`config.mk`:
```
export PLATFORM = sky130hd
export DESIGN_NAME = fft_frame_assembler_flat
export DESIGN_NICKNAME = d
export VERILOG_FILES = /design/src/rtl/fft_frame_assembler_if.sv /design/src/rtl/fft_frame_assembler.sv /design/src/flat_wrapper.sv
export SDC_FILE = /design/constraint.sdc
export NUM_CORES = 2
export LEC_CHECK = 0
export ABC_AREA = 1
export CAP_MARGIN = 20
export CORE_MARGIN = 2
export CORE_UTILIZATION = 25
export CTS_BUF_LIST = sky130_fd_sc_hd__clkbuf_8
export DETAILED_ROUTE_END_ITERATION = 12
export HOLD_SLACK_MARGIN = 0.06
export PLACE_DENSITY = 0.45
export SETUP_SLACK_MARGIN = 0.3
export SLEW_MARGIN = 20
export SYNTH_ARGS = -nofsm -noshare
export SYNTH_HDL_FRONTEND = slang
export SYNTH_SLANG_ARGS = --single-unit
```
`constraint.sdc`:
```
create_clock -name clk -period 4.2 [get_ports clk]
set_input_delay 0.84 -clock clk [delete_from_list [all_inputs] [get_ports clk]]
set_output_delay 0.84 -clock clk [all_outputs]
set_load 0.02 [all_outputs]
```
`src/rtl/fft_frame_assembler_if.sv`:
```
// Handshake and frame bus between a serial sample source, the frame
// assembler and a sequential FFT core that takes a whole frame in parallel.
interface fft_frame_assembler_if #(
    parameter int WIDTH   = 32,
    parameter int SAMPLES = 16
);
    logic [WIDTH-1:0]              in_data;
    logic                          in_valid;
    logic                          in_ready;
    logic                          bitrev_en;
    logic [SAMPLES-1:0][WIDTH-1:0] frame_data;
    logic                          frame_valid;
    logic                          frame_ready;
    logic [15:0]                   frame_cnt;

    // Sample producer / frame consumer side
    modport master (
        output in_data, in_valid, bitrev_en, frame_ready,
        input  in_ready, frame_data, frame_valid, frame_cnt
    );

    // Frame assembler side
    modport slave (
        input  in_data, in_valid, bitrev_en, frame_ready,
        output in_ready, frame_data, frame_valid, frame_cnt
    );
endinterface

```
`src/rtl/fft_frame_assembler.sv`:
```
// Collects a serial sample stream into a circular history and, every HOP
// accepted samples once the history is full, snapshots the newest SAMPLES
// samples into a parallel frame (optionally in bit-reversed order) for an FFT.
module fft_frame_assembler #(
    parameter int WIDTH   = 32,
    parameter int SAMPLES = 16,
    parameter int HOP     = 16
) (
    input  logic                  clk,
    input  logic                  rst,
    fft_frame_assembler_if.slave  bus
);
    localparam int PTR_W = $clog2(SAMPLES);
    localparam int HOP_W = (HOP > 1) ? $clog2(HOP) : 1;

    typedef enum logic [0:0] {
        FILL   = 1'b0,
        STREAM = 1'b1
    } state_t;

    state_t                        state_r;
    state_t                        state_nx_s;
    logic [WIDTH-1:0]              hist_r [SAMPLES];
    logic [PTR_W-1:0]              wr_ptr_r;
    logic [HOP_W-1:0]              hop_cnt_r;
    logic [SAMPLES-1:0][WIDTH-1:0] frame_data_r;
    logic [SAMPLES-1:0][WIDTH-1:0] natural_s;
    logic [SAMPLES-1:0][WIDTH-1:0] ordered_s;
    logic                          frame_valid_r;
    logic [15:0]                   frame_cnt_r;
    logic                          trigger_s;
    logic                          in_ready_s;
    logic                          accept_s;
    logic                          snap_s;

    function automatic logic [PTR_W-1:0] bitrev(input logic [PTR_W-1:0] k);
        logic [PTR_W-1:0] r;
        for (int b = 0; b < PTR_W; b++) begin
            r[b] = k[PTR_W-1-b];
        end
        return r;
    endfunction

    // FSM next state, snapshot trigger and input backpressure
    always_comb begin
        state_nx_s = state_r;
        trigger_s  = 1'b0;
        in_ready_s = 1'b0;
        accept_s   = 1'b0;
        snap_s     = 1'b0;
        // During FILL the write pointer doubles as the fill counter.
        case (state_r)
            FILL:    trigger_s = (wr_ptr_r == PTR_W'(SAMPLES - 1));
            STREAM:  trigger_s = (hop_cnt_r == HOP_W'(HOP - 1));
            default: trigger_s = 1'b0;
        endcase
        // Stall only when the next sample would overwrite an unconsumed frame.
        if (!rst) begin
            in_ready_s = 1'b0;
        end else if (trigger_s && frame_valid_r && !bus.frame_ready) begin
            in_ready_s = 1'b0;
        end else begin
            in_ready_s = 1'b1;
        end
        accept_s = bus.in_valid && in_ready_s;
        snap_s   = accept_s && trigger_s;
        if (snap_s && (state_r == FILL)) begin
            state_nx_s = STREAM;
        end else begin
            state_nx_s = state_r;
        end
    end

    // Oldest-to-newest window including the sample being accepted this cycle
    always_comb begin
        natural_s = '0;
        for (int i = 0; i < SAMPLES; i++) begin
            if (i == SAMPLES - 1) begin
                natural_s[i] = bus.in_data;
            end else begin
                natural_s[i] = hist_r[PTR_W'(wr_ptr_r + PTR_W'(i + 1))];
            end
        end
    end

    // Output ordering: natural or bit-reversed (DIT input order)
    always_comb begin
        ordered_s = '0;
        for (int k = 0; k < SAMPLES; k++) begin
            if (bus.bitrev_en) begin
                ordered_s[k] = natural_s[bitrev(PTR_W'(k))];
            end else begin
                ordered_s[k] = natural_s[k];
            end
        end
    end

    // FSM state register
    always_ff @(posedge clk) begin
        if (!rst) begin
            state_r <= FILL;
        end else begin
            state_r <= state_nx_s;
        end
    end

    // Write pointer and hop counter advance on each accepted sample
    always_ff @(posedge clk) begin
        if (!rst) begin
            wr_ptr_r  <= '0;
            hop_cnt_r <= '0;
        end else if (accept_s) begin
            wr_ptr_r <= wr_ptr_r + PTR_W'(1);
            if (snap_s || (state_r == FILL)) begin
                hop_cnt_r <= '0;
            end else begin
                hop_cnt_r <= hop_cnt_r + HOP_W'(1);
            end
        end
    end

    // Sample history; contents need no reset since FILL rewrites every slot
    always_ff @(posedge clk) begin
        if (accept_s) begin
            hist_r[wr_ptr_r] <= bus.in_data;
        end
    end

    // Frame register, valid flag and frame counter
    always_ff @(posedge clk) begin
        if (!rst) begin
            frame_data_r  <= '0;
            frame_valid_r <= 1'b0;
            frame_cnt_r   <= 16'd0;
        end else if (snap_s) begin
            frame_data_r  <= ordered_s;
            frame_valid_r <= 1'b1;
            frame_cnt_r   <= frame_cnt_r + 16'd1;
        end else if (frame_valid_r && bus.frame_ready) begin
            frame_valid_r <= 1'b0;
        end
    end

    assign bus.in_ready    = in_ready_s;
    assign bus.frame_data  = frame_data_r;
    assign bus.frame_valid = frame_valid_r;
    assign bus.frame_cnt   = frame_cnt_r;
endmodule

```
`src/flat_wrapper.sv`:
```
// flat-port wrapper written by rule: the top's interface ports become plain ports
module fft_frame_assembler_flat 
#(
    parameter int WIDTH   = 32,
    parameter int SAMPLES = 16,
    parameter int HOP     = 16
)
  (clk, rst, bus_in_data, bus_in_valid, bus_bitrev_en, bus_frame_ready, bus_in_ready, bus_frame_data, bus_frame_valid, bus_frame_cnt);
  fft_frame_assembler_if #(.WIDTH(WIDTH), .SAMPLES(SAMPLES)) bus_i ();
  input  logic clk;
  input  logic rst;
  input wire logic [$bits(bus_i.in_data)-1:0] bus_in_data;
  input wire logic [$bits(bus_i.in_valid)-1:0] bus_in_valid;
  input wire logic [$bits(bus_i.bitrev_en)-1:0] bus_bitrev_en;
  input wire logic [$bits(bus_i.frame_ready)-1:0] bus_frame_ready;
  output wire logic [$bits(bus_i.in_ready)-1:0] bus_in_ready;
  output wire logic [$bits(bus_i.frame_data)-1:0] bus_frame_data;
  output wire logic [$bits(bus_i.frame_valid)-1:0] bus_frame_valid;
  output wire logic [$bits(bus_i.frame_cnt)-1:0] bus_frame_cnt;
  assign bus_i.in_data = bus_in_data;
  assign bus_i.in_valid = bus_in_valid;
  assign bus_i.bitrev_en = bus_bitrev_en;
  assign bus_i.frame_ready = bus_frame_ready;
  assign bus_in_ready = bus_i.in_ready;
  assign bus_frame_data = bus_i.frame_data;
  assign bus_frame_valid = bus_i.frame_valid;
  assign bus_frame_cnt = bus_i.frame_cnt;
  fft_frame_assembler #(.WIDTH(WIDTH), .SAMPLES(SAMPLES), .HOP(HOP)) u_core (.clk(clk), .rst(rst), .bus(bus_i));
endmodule
```
# After elaboration in Yosys (flattened, before gate mapping)
# Memories as Yosys holds them, arrays and structs flattened. A register that Yosys moved wholly into a read port is not among the register bits.
# Cells that the tools add are included.
dict set report totals {
  register_bits 442
  mem_bits_rw 512
  input_bits 37
  output_inout_bits 530
  word_cells 71
  n_memories 1
}
# name words word_bits rd rd_ports_with_merged_regs write_ports line
set mem_list {}
lappend mem_list {u_core.hist_r 16 32 15 3 1 fft_frame_assembler.sv:23} ;# logic [WIDTH-1:0] hist_r [SAMPLES];
dict set report classes {
  addsub 17
  eq_ne 2
  mux 20
  bitwise 1
  reduce_logical 12
}
# cell n
set ops {}
lappend ops {{$mux 32} 12}
lappend ops {{$add 4x4->4 const B} 8}
lappend ops {{$add 16x1->16 const B} 1}
lappend ops {{$add 4x3->4 const B} 4}
lappend ops {{$add 4x1->4 const B} 2}
lappend ops {{$add 4x2->4 const B} 2}
lappend ops {{$eq 4x4->1 const B} 2}
lappend ops {{$logic_and 1x1->1} 6}
lappend ops {{$mux 1} 6}
lappend ops {{$logic_not 1->1} 4}
lappend ops {{$mux 4} 1}
lappend ops {{$pmux 1 s2} 1}
lappend ops {{$reduce_bool 2->1} 1}
lappend ops {{$logic_or 1x1->1} 1}
lappend ops {{$not 1->1} 1}

# Depth between registers and ports, before layout
dict set report logic_depth {
  word_depth 10
  depth_mapped 17
  mapped_depth_nobuf 12
}

# Least setup slack after synthesis
# Ideal clock, no wire load.
dict set report synth_path {
  kind {register to register}
  startpoint {register u_core.wr_ptr_r[2]}
  endpoint {memory u_core.hist_r[0][0], enable pin}
  setup_time_ns 0.421
  arrival_ns 2.927
  required_time_ns 3.779
  path_slack_ns 0.852
  path_stages_with_launch 8
  path_buffers 3
  synth_period_minus_slack_ns 3.348
  cell_sequence {dfxtp_1 > inv_1 > clkbuf_1 > buf_2 > buf_1 > ha_1 > inv_1 > nor2_1}
}
dict set report synth_via {
  elab_chain_len 9
}
# item line
set synth_lines {}
lappend synth_lines {{from (decl)} fft_frame_assembler.sv:24} ;# logic [PTR_W-1:0] wr_ptr_r;
lappend synth_lines {{from (signal assigned)} fft_frame_assembler.sv:113} ;# wr_ptr_r <= wr_ptr_r + PTR_W'(1);
lappend synth_lines {{$eq 4x4->1} fft_frame_assembler.sv:53} ;# FILL: trigger_s = (wr_ptr_r == PTR_W'(SAMPLES - 1));
lappend synth_lines {{$pmux 1 s2} fft_frame_assembler.sv:52} ;# case (state_r)
lappend synth_lines {{$logic_and 1x1->1 (2 in a row)} fft_frame_assembler.sv:60} ;# end else if (trigger_s && frame_valid_r && !bus.frame_ready) begin
lappend synth_lines {{$mux 1} fft_frame_assembler.sv:60}
lappend synth_lines {{$mux 1} fft_frame_assembler.sv:58} ;# if (!rst) begin
lappend synth_lines {{$logic_and 1x1->1} fft_frame_assembler.sv:65} ;# accept_s = bus.in_valid && in_ready_s;
lappend synth_lines {{$mux 1} fft_frame_assembler.sv:124} ;# if (accept_s) begin
lappend synth_lines {{$mux 1 (implied by the code)} fft_frame_assembler.sv:125} ;# hist_r[wr_ptr_r] <= bus.in_data;
lappend synth_lines {{to (decl)} fft_frame_assembler.sv:23}
# Parallel ways exist; a longest one is shown, timed or not.

# Worst setup path after layout
dict set report layout_path {
  startpoint {register u_core.wr_ptr_r[2]}
  endpoint {output bus_in_ready}
}
dict set report layout_via {
  elab_chain_len 6
}
# item line
set layout_lines {}
lappend layout_lines {{$eq 4x4->1} fft_frame_assembler.sv:53}
lappend layout_lines {{$pmux 1 s2} fft_frame_assembler.sv:52}
lappend layout_lines {{$logic_and 1x1->1 (2 in a row)} fft_frame_assembler.sv:60}
lappend layout_lines {{$mux 1} fft_frame_assembler.sv:60}
lappend layout_lines {{$mux 1} fft_frame_assembler.sv:58}
lappend layout_lines {{to (decl)} flat_wrapper.sv:16} ;# output wire logic [$bits(bus_i.in_ready)-1:0] bus_in_ready;
# No other way between the ends.

==> flow_summary.json <==
{
  "regArea_mm2": 0.0262,
  "final_nets": 9836,
  "worst-path-buf-inv": 3,
  "num-fill-cells": 27600,
  "synthTopCellsByCount": "3887 x nand3_1, 2378 x nand2_1, 837 x inv_1, 538 x dfxtp_1, 529 x a21oi_1",
  "grtUsageTotal_pct": 25.6,
  "tightest_slew_ps": 1230,
  "synth_edf_count": 512,
  "final.setup.tns_ps": 0,
  "syn_area_per_cell_um2": 6.74,
  "startpoint": "u_core.wr_ptr_r[2]",
  "synth_area_mm2": 0.0640,
  "hold_viol": 0,
  "drc": 0,
  "crit_arrival_ps": 2790,
  "area_growth_pct": 22.7,
  "grt_pass1_wl_mm": 482,
  "crit_top_cell": "nand2_1",
  "setup_violations": 0,
  "path_clk_slew_ps": 70,
  "p_leak_nw": 32.0,
  "synth_flop_cell": "dfxtp_1",
  "cpLargestDelayFamily": "buffers and inverters",
  "worst_setup_path_end_kind": "primary output",
  "drive_above_1_share_pct": 5.80,
  "path_cells": "nand2_1, clkinv_2, nand4_1, nand2_1, nand2_1, nand2_1, inv_1, clkdlybuf4s50_1",
  "holdBufCountCts": 0,
  "synthDistinctLibCells": 22,
  "synth-xor-area-share_pct": 0.229,
  "required_ps": 3360,
  "initial_core_util_pct": 25.2,
  "placed_area_mm2": 0.0739,
  "tritoncts": "yes",
  "r2r_start": "u_core.wr_ptr_r[1]",
  "ios": 567,
  "overflow": 0,
  "startpoint_type": "flop",
  "grt_pass1_vias": 66200,
  "power.density_mw_per_mm2": 387,
  "yosysMostFrequentCell": "nand3_1",
  "period_share_pct": 86.4,
  "ant_nets": 0,
  "ys_ff_latch": 1050,
  "syn_nets": 9539,
  "outcome": "completed",
  "synthTopCellsByArea": "nand3_1 30%, edfxtp_1 24%, dfxtp_1 17%",
  "path_class": "flop to primary output",
  "cp_max_fo": 7,
  "async_flop_share_pct": 0,
  "clockRootBuffer": "clkbuf_8",
  "relSlewSlack_pct": 17.7,
  "yosys.area.top_type": "nand3_1",
  "place_hpwl_mm": 228,
  "cpMaxStageDelayCell": "clkdlybuf4s50_1",
  "routed_wl_mm": 345,
  "cpPeakStageDelay_ps": 600,
  "min_period_ps": 3630,
  "wl_per_cell_um": 25.9,
  "final.setup_skew_ps": 61.8,
  "grt_setup_unrepaired": "false",
  "die_w_um": 510,
  "portBuffers": 566,
  "vdd_ir_drop_max_mv": 0.284,
  "die_height_um": 510,
  "synth_top_family_by_area": "simple AND/OR/NAND/NOR gates",
  "yosys_warnings": 0,
  "core-area_mm2": 0.254,
  "rows": 185,
  "antenna_found_initial": 3,
  "maxCapViolCount": 0,
  "design_area_mm2": 0.0784,
  "insertion_delay_ps": 1040,
  "ys_seq_area_share_pct": 40.9,
  "drtIter0Drc": 9210,
  "slew_violations": 0,
  "cts_max_level": 4,
  "numClockSinks": 1050,
  "synth_compound_area_share_pct": 4.21,
  "cts_buffer_depth": 3,
  "synthMuxAreaShare_pct": 0,
  "firstDrtPassIters": 7,
  "vias": 71800,
  "grt_start_max_net_pins": 206,
  "synthAdderAreaFrac_pct": 0.313,
  "max_freq_mhz": 276,
  "dieArea_mm2": 0.260,
  "hold_class": "input port to flop",
  "place_congestion": 0.918,
  "holdCritStartpoint": "bus_in_data[6]",
  "cts_buffers": 208,
  "multi_input_area_mm2": 0.0320,
  "synthSimpleGateAreaFrac_pct": 44.8,
  "routed_via_density": 5.39,
  "synthCells": 9486,
  "synth_top_area_share_pct": 30.4
}
==> logic make-up (layout without fill, tap and decap cells) <==
family | Yosys count | in the layout
AOI/OAI and AO/OA | 538 | 538
other | 0 | 2
and+or+nand+nor | 6324 | 6324
DFF | 1050 | 1050
buffers and inverters | 1543 | 2016
xor gates and xnor gates | 15 | 15
adders and majority gates | 16 | 16
==> stage by stage <==
step	setup slack [ps]	utilization (%)	total power [mW]	hold slack [ps]	instances
2_1_floorplan	852	-	15.9	466	9486
3_3_place_gp	818	29.1	19.0	454	12900
3_5_place_dp	795	29.1	19.0	457	12900
4_1_cts	339	30.8	30.4	245	13300
5_1_grt	373	30.9	31.6	290	13300
6_report	571	30.9	30.3	341	13300
==> power breakdown <==
| part | leakage [nW] | internal (mW) | switching [mW] |
|---|---|---|---|
| combinational | 20.6 | 2.12 | 6.07 |
| clock | 2.52 | 6.11 | 5.21 |
| sequential | 8.95 | 10.8 | 0.0320 |
| total | 32.0 | 19.0 | 11.3 |
==> layer usage <==
metal | wire [um] | share of wire (%) | global-route usage (%) | up-vias
li1 | - | - | - | 32800
met1 | 143000 | 42 | 33.7 | 33900
met2 | 145000 | 42 | 38.0 | 4230
met3 | 38400 | 11 | 7.46 | 862
met4 | 18400 | 5.3 | 12.4 | 0
met5 | 0 | 0 | 0 | -
==> placed cells by master, fill, tap and decap left out, drive strengths merged <==
master,count
nand4,6
nor2,44
clkbuf,250
dfxtp,538
nor3,8
clkinvlp,5
edfxtp,512
nand3b,1
xor2,12
nand3,3887
nand2,2378
ha,16
clkinv,45
buf,218
o21ai,9
inv,922
xnor2,3
diode,2
a21oi,529
bufbuf,1
clkdlybuf4s50,564
bufinv,11
==> worst register-to-register path: stages, from the launching register on <==
cell and delay [ps]:
dfxtp_4 360, buf_4 250, inv_8 190, ha_4 410, buf_4 540, buf_4 600, nand3_1 210, nand3_1 170
nand3_1 150, nand3_1 130, nand3_1 190, nand2_1 110, inv_1 40
==> worst paths after layout <==
path | endpoint | slack [ps] | depth (start not counted)
min | u_core.hist_r[11][6] | 340 | 1
max | bus_in_ready | 570 | 8
min reg2reg | u_core.bus.frame_data[298] | 460 | 2
max reg2reg | u_core.bus.frame_data[230] | 720 | 12
==> state kept, by name, indices dropped and copies added, names as in the netlist <==
| name | count |
|---|---|
| u_core.bus.frame_cnt | 16 |
| u_core.bus.frame_data | 512 |
| u_core.bus.frame_valid | 1 |
| u_core.hist_r | 512 |
| u_core.hop_cnt_r | 4 |
| u_core.state_r | 1 |
| u_core.wr_ptr_r | 4 |
==> cell type report <==
type                       instances  area share (%)
multi-input combinational       6893            40.8
sequential                      1050            33.3
timing repair buffer             783            10.7
tap                             3366            5.37
clock buffer                     250            4.39
inverter                         847            4.15
clock inverter                   136            1.24
antenna                            2         0.00638
==> repair_timing <==
item	in CTS	in global routing
gates cloned	1	0
setup endpoints to repair	1	1
buffers inserted	1	1
gates resized for setup	5	0
Note: power is estimated with default switching activity, not from simulation.
